$ cat config.mk
export PLATFORM = sky130hd
export DESIGN_NAME = mac_rx
export DESIGN_NICKNAME = d
export VERILOG_FILES = /design/src/rtl/mac_rx.sv
export SDC_FILE = /design/constraint.sdc
export NUM_CORES = 1
export LEC_CHECK = 0
export ABC_CLOCK_PERIOD_IN_PS = 2920
export CORE_MARGIN = 2
export CORE_UTILIZATION = 50
export CTS_CLUSTER_DIAMETER = 60
export DETAILED_ROUTE_END_ITERATION = 8
export HOLD_SLACK_MARGIN = 0.12
export PLACE_DENSITY = 0.77
export SYNTH_ARGS = -nofsm -noshare
export SYNTH_HDL_FRONTEND = slang
export SYNTH_SLANG_ARGS = --single-unit
$ cat constraint.sdc
create_clock -name clk -period 2.92 [get_ports clk]
set_clock_uncertainty 0.1 [all_clocks]
set_input_delay 0.584 -clock clk [delete_from_list [all_inputs] [get_ports clk]]
set_output_delay 0.584 -clock clk [all_outputs]
set_load 0.02 [all_outputs]
$ cat src/rtl/mac_rx.sv
// mac_rx: RMII receive MAC with destination filter, ethertype and payload word capture.
// Optional FCS check is enabled by defining MAC_RX_CRC_CHECK_EN, which adds the crc_err output.
module mac_rx #(
    parameter logic [47:0] MY_MAC     = 48'h69_69_69_69_69_69,
    parameter int          MAX_DIBITS = 6072
) (
    input  logic        clk,
    input  logic        rst_n,
    input  logic        crsdv,
    input  logic [1:0]  rxd,
    output logic [15:0] data,
    output logic [15:0] ethertype,
`ifdef MAC_RX_CRC_CHECK_EN
    output logic        crc_err,
`endif
    output logic        valid
);

    typedef enum logic [2:0] {IDLE, PREAMBLE, DATA, DROP, DONE} state_t;

    // MY_MAC rearranged into wire order so dibit i of the dst field sits at bits [2i+1:2i]
    localparam logic [63:0] MAC_WIRE = {16'h0, MY_MAC[7:0], MY_MAC[15:8], MY_MAC[23:16],
                                        MY_MAC[31:24], MY_MAC[39:32], MY_MAC[47:40]};

    state_t      state_q, state_d;
    logic [12:0] cnt_q, cnt_d;
    logic [7:0]  byte_q, byte_d;
    logic        uc_q, uc_d, bc_q, bc_d;
    logic [15:0] eth_q, eth_d, pay_q, pay_d;
    logic [15:0] data_q, data_d, ethertype_q, ethertype_d;
    logic        valid_q, valid_d;

`ifdef MAC_RX_CRC_CHECK_EN
    localparam logic [31:0] CRC_RESIDUE = 32'hDEBB20E3;
    logic [31:0] crc_q, crc_d;
    logic        crc_ok_q, crc_ok_d, crc_err_q, crc_err_d;

    // Reflected CRC-32 advanced by one dibit, rxd[0] first as it is earlier on the wire
    function automatic logic [31:0] crc2(input logic [31:0] c, input logic [1:0] d);
        logic [31:0] r;
        r = c;
        for (int i = 0; i < 2; i++) r = (r[0] ^ d[i]) ? (r >> 1) ^ 32'hEDB88320 : r >> 1;
        return r;
    endfunction

    assign crc_err = crc_err_q;
`endif

    assign data      = data_q;
    assign ethertype = ethertype_q;
    assign valid     = valid_q;

    // Next-state: preamble hunt, dibit capture with on-the-fly dst filter, end-of-frame verdict
    always_comb begin
        state_d     = state_q;
        cnt_d       = cnt_q;
        byte_d      = byte_q;
        uc_d        = uc_q;
        bc_d        = bc_q;
        eth_d       = eth_q;
        pay_d       = pay_q;
        data_d      = data_q;
        ethertype_d = ethertype_q;
        valid_d     = 1'b0;
`ifdef MAC_RX_CRC_CHECK_EN
        crc_d       = crc_q;
        crc_ok_d    = crc_ok_q;
        crc_err_d   = 1'b0;
`endif
        case (state_q)
            IDLE: state_d = (crsdv && rxd == 2'b01) ? PREAMBLE : IDLE;
            PREAMBLE: begin
                if (!crsdv) state_d = IDLE;
                else if (rxd == 2'b10) state_d = DROP;
                else if (rxd == 2'b11) begin
                    state_d = DATA;
                    cnt_d   = '0;
                    uc_d    = 1'b1;
                    bc_d    = 1'b1;
`ifdef MAC_RX_CRC_CHECK_EN
                    crc_d   = '1;
`endif
                end
            end
            DATA: begin
                if (!crsdv) begin
                    state_d = (cnt_q[1:0] == 2'b00 && cnt_q >= 13'd256) ? DONE : IDLE;
`ifdef MAC_RX_CRC_CHECK_EN
                    crc_ok_d = (crc_q == CRC_RESIDUE);
`endif
                end else if (cnt_q == 13'(MAX_DIBITS)) begin
                    state_d = DROP;
                end else begin
                    cnt_d  = cnt_q + 13'd1;
                    byte_d = {rxd, byte_q[7:2]};
`ifdef MAC_RX_CRC_CHECK_EN
                    crc_d  = crc2(crc_q, rxd);
`endif
                    if (cnt_q < 13'd24) begin
                        uc_d = uc_q && (rxd == MAC_WIRE[{cnt_q[4:0], 1'b0} +: 2]);
                        bc_d = bc_q && (rxd == 2'b11);
                    end
                    if (cnt_q == 13'd23 && !(uc_d || bc_d)) state_d = DROP;
                    if (cnt_q[1:0] == 2'b11 && cnt_q[12:3] == 10'd6) eth_d = {eth_q[7:0], byte_d};
                    if (cnt_q[1:0] == 2'b11 && cnt_q[12:3] == 10'd7) pay_d = {pay_q[7:0], byte_d};
                end
            end
            DROP: state_d = crsdv ? DROP : IDLE;
            DONE: begin
                state_d = IDLE;
`ifdef MAC_RX_CRC_CHECK_EN
                valid_d     = crc_ok_q;
                crc_err_d   = !crc_ok_q;
                data_d      = crc_ok_q ? pay_q : data_q;
                ethertype_d = crc_ok_q ? eth_q : ethertype_q;
`else
                valid_d     = 1'b1;
                data_d      = pay_q;
                ethertype_d = eth_q;
`endif
            end
            default: state_d = IDLE;
        endcase
    end

    // State and output registers with synchronous active-low reset
    always_ff @(posedge clk) begin
        if (!rst_n) begin
            state_q     <= IDLE;
            cnt_q       <= '0;
            byte_q      <= '0;
            uc_q        <= 1'b0;
            bc_q        <= 1'b0;
            eth_q       <= '0;
            pay_q       <= '0;
            data_q      <= '0;
            ethertype_q <= '0;
            valid_q     <= 1'b0;
`ifdef MAC_RX_CRC_CHECK_EN
            crc_q       <= '1;
            crc_ok_q    <= 1'b0;
            crc_err_q   <= 1'b0;
`endif
        end else begin
            state_q     <= state_d;
            cnt_q       <= cnt_d;
            byte_q      <= byte_d;
            uc_q        <= uc_d;
            bc_q        <= bc_d;
            eth_q       <= eth_d;
            pay_q       <= pay_d;
            data_q      <= data_d;
            ethertype_q <= ethertype_d;
            valid_q     <= valid_d;
`ifdef MAC_RX_CRC_CHECK_EN
            crc_q       <= crc_d;
            crc_ok_q    <= crc_ok_d;
            crc_err_q   <= crc_err_d;
`endif
        end
    end

endmodule
==> results.toml <==
[synth]
synth_area_leaders = "dfxtp_1 48%, nand2_1 12%, a21oi_1 7.7%"
syn-instance-count = 433
synth.cell_area_mm2 = 0.00372
synth_common_cells = "115 x nand2_1, 89 x dfxtp_1, 57 x a21oi_1, 20 x a21oi_2, 20 x nand2_2"
ys.flop_type = "dfxtp_1"
synth.most_common_cell = "nand2_1"
async_reset_ff_share_pct = 0
syn_area_per_cell_um2 = 8.60
ys_types = 47
ys_ff_latch = 89
ys_seq_area_share_pct = 47.9
yosysWarnings = 0
synth_edf_count = 0
synth_nets = 440
synth_top_cell_by_area = "dfxtp_1"
synth_top_area_share_pct = 47.9

[placement]
gp_congestion = 0.849
dpl.cell_count = 551
dp_hpwl_um = 5410
numPortBuffers = 37

[floorplan]
fp.dieH_um = 90.3
fp.dieW_um = 90.3
rows = 31
pin_count = 38
start_util_pct = 51.6
die_area_mm2 = 0.00815
coreArea_mm2 = 0.00721

[global_routing]
overflow = 0
grt_pass1_vias = 2911
antenna_found_initial = 0
grt_use_total_pct = 20.2
grt_pass1_wl_um = 13500
grt_start_max_net_pins = 59

[sta]
worst_pin_slew_ns = 0.699
period_needed_ns = 2.19
rsz0062_at_grt = "false"
maxSlewViolCount = 0
finalCritPeriodShare_pct = 74.9
max_freq_mhz = 457
setup_violations = 0
setup_tns_ns = 0
relSlewSlack_pct = 53.2
hold_violations = 0

[setup_path]
cpPeakStageDelay_ns = 0.68
required_ns = 3.04
cp_top_family = "simple AND/OR/NAND/NOR gates"
cp-start-kind = "input port"
worstPathMaxFanout = 16
path_class = "input port to register"
worst_ep_arrival_time_ns = 2.30
cp_cell_sequence = "clkdlybuf4s50_1 > nand4bb_1 > buf_4 > or4_4 > nand2_1 > a21oi_1"
end_kind = "register"
r2r_slack_ns = 0.80
cpMaxStageDelayCell = "or4_4"
path_buf_inv = 2

[routing]
dr.first_iter.drc_count = 160
vias = 3104
wl_um = 7830
drc = 0
wire_per_inst_um = 13.8
firstDrtPassIters = 5
ant_nets = 0
routed_via_density = 5.47

[finish]
stdcell_count = 567
fin_util_pct = 60.1
drive_above_1_share_pct = 16.2
nets = 470
antenna_cells = 0
syn_to_final_growth_pct = 16.4

[cts]
cts_max_path_buffers = 2
cts-hold-fix-buffers = 0
clock_latency_ns = 0.37
cts_tree = "done"
cts_num_sinks = 89
cts_buffers = 9
clkSlewWorstSetupHoldPaths_ns = 0.09
ctsRootBufferMaster = "clkbuf_8"
cts_setup_buffers = 0
h-tree-depth = 3
cts_resized = 0

[power_and_ir_drop]
swShare_pct = 23.5
p_switching_mw = 0.503
pwr-share-comb_pct = 2.5
p_seq_share_pct = 56.8
p_leak_nw = 1.36
intPower_mw = 1.64
pwr-share-clk_pct = 40.7
vdd_drop_max_uv = 314
p_per_area_mw_per_mm2 = 494

[hold_path]
min_path_type = "register to register"

[run_status]
status = "finished, final reports clean"

[flow_run]
maxCapViolCount = 0
==> cell usage in the layout (no fill, tap or decap), types with 5 or more instances in the layout <==
cell             Yosys  layout
nand4_1              5       5
inv_1                6       5
o211ai_1             5       5
clkdlybuf4s50_1      0      37
a21oi_2             20      20
clkbuf_8             0       9
nand2_1            115     115
nand2_2             20      20
nor2_1              14      14
dfxtp_1             89      89
o21ai_0              8       8
buf_4                0      10
or4_1                5       5
mux2i_1              6       6
a21oi_1             57      57
==> through the flow <==
stage                     power, mW  cell area (um2)  hold slack, ns  setup slack (ns)
after global routing           2.21             4330           0.371             0.612
after global placement         1.30             4130           0.341             0.386
after floorplan                1.28             3720           0.332             0.801
after CTS                      2.15             4330           0.359             0.748
final                          2.14             4330           0.356             0.733
after detailed placement       1.30             4130           0.346             0.357
==> sequential cells by signal, summed over array words and instances, names as in the netlist, 3 cells and up <==
| register | count |
|---|---|
| byte_q | 6 |
| cnt_q | 13 |
| data | 16 |
| eth_q | 16 |
| ethertype | 16 |
| pay_q | 16 |
| state_q | 3 |
==> power by group through the flow <==
stage / sequential, mW / combinational (mW) / clock (mW)
finish: 1.22 / 0.0527 / 0.872
global route: 1.22 / 0.0574 / 0.938
CTS: 1.22 / 0.0524 / 0.881
detailed placement: 1.25 / 0.0521 / 0
global placement: 1.24 / 0.0517 / 0
floorplan: 1.24 / 0.0324 / 0
==> path summary, 6_finish.rpt <==
path | start | to | cells past startpoint
max | crsdv | eth_q[2] | 6
min | data[0] | data[0] | 2
max reg2reg | state_q[1] | cnt_q[11] | 4
min reg2reg | data[0] | data[0] | 2
==> cells by family after synthesis <==
group | share of synthesized area [%]
muxes | 1.61
AOI/OAI and AO/OA | 17.7
xor gates and xnor gates | 0.471
and+or+nand+nor | 26.6
adders and majority gates | 0.672
DFF | 47.9
buffers and inverters | 5.04
==> worst reg2reg max path, stage by stage (launching register included) <==
cell      delay [ns]
dfxtp_1         0.49
nor2b_1         0.39
o211ai_1        0.37
or4_1           0.56
a21oi_1         0.14
==> per-layer routing <==
metal	vias to the layer above	GRT usage (%)	share of wire [%]
met4	0	7.18	1.5
met3	11	4.84	3.4
met1	1489	26.0	48
met2	53	33.3	48
met5	-	0	0
li1	1551	-	-
==> cell type report <==
cell class / instances / area, um2
Fill cell: 658 / 2880
Inverter: 6 / 22.5
Timing Repair Buffer: 47 / 445
Sequential cell: 89 / 1780
Multi-Input combinational cell: 310 / 1760
Clock inverter: 6 / 75.1
Tap cell: 99 / 124
Clock buffer: 10 / 128
Note: power is estimated with default switching activity, not from simulation.
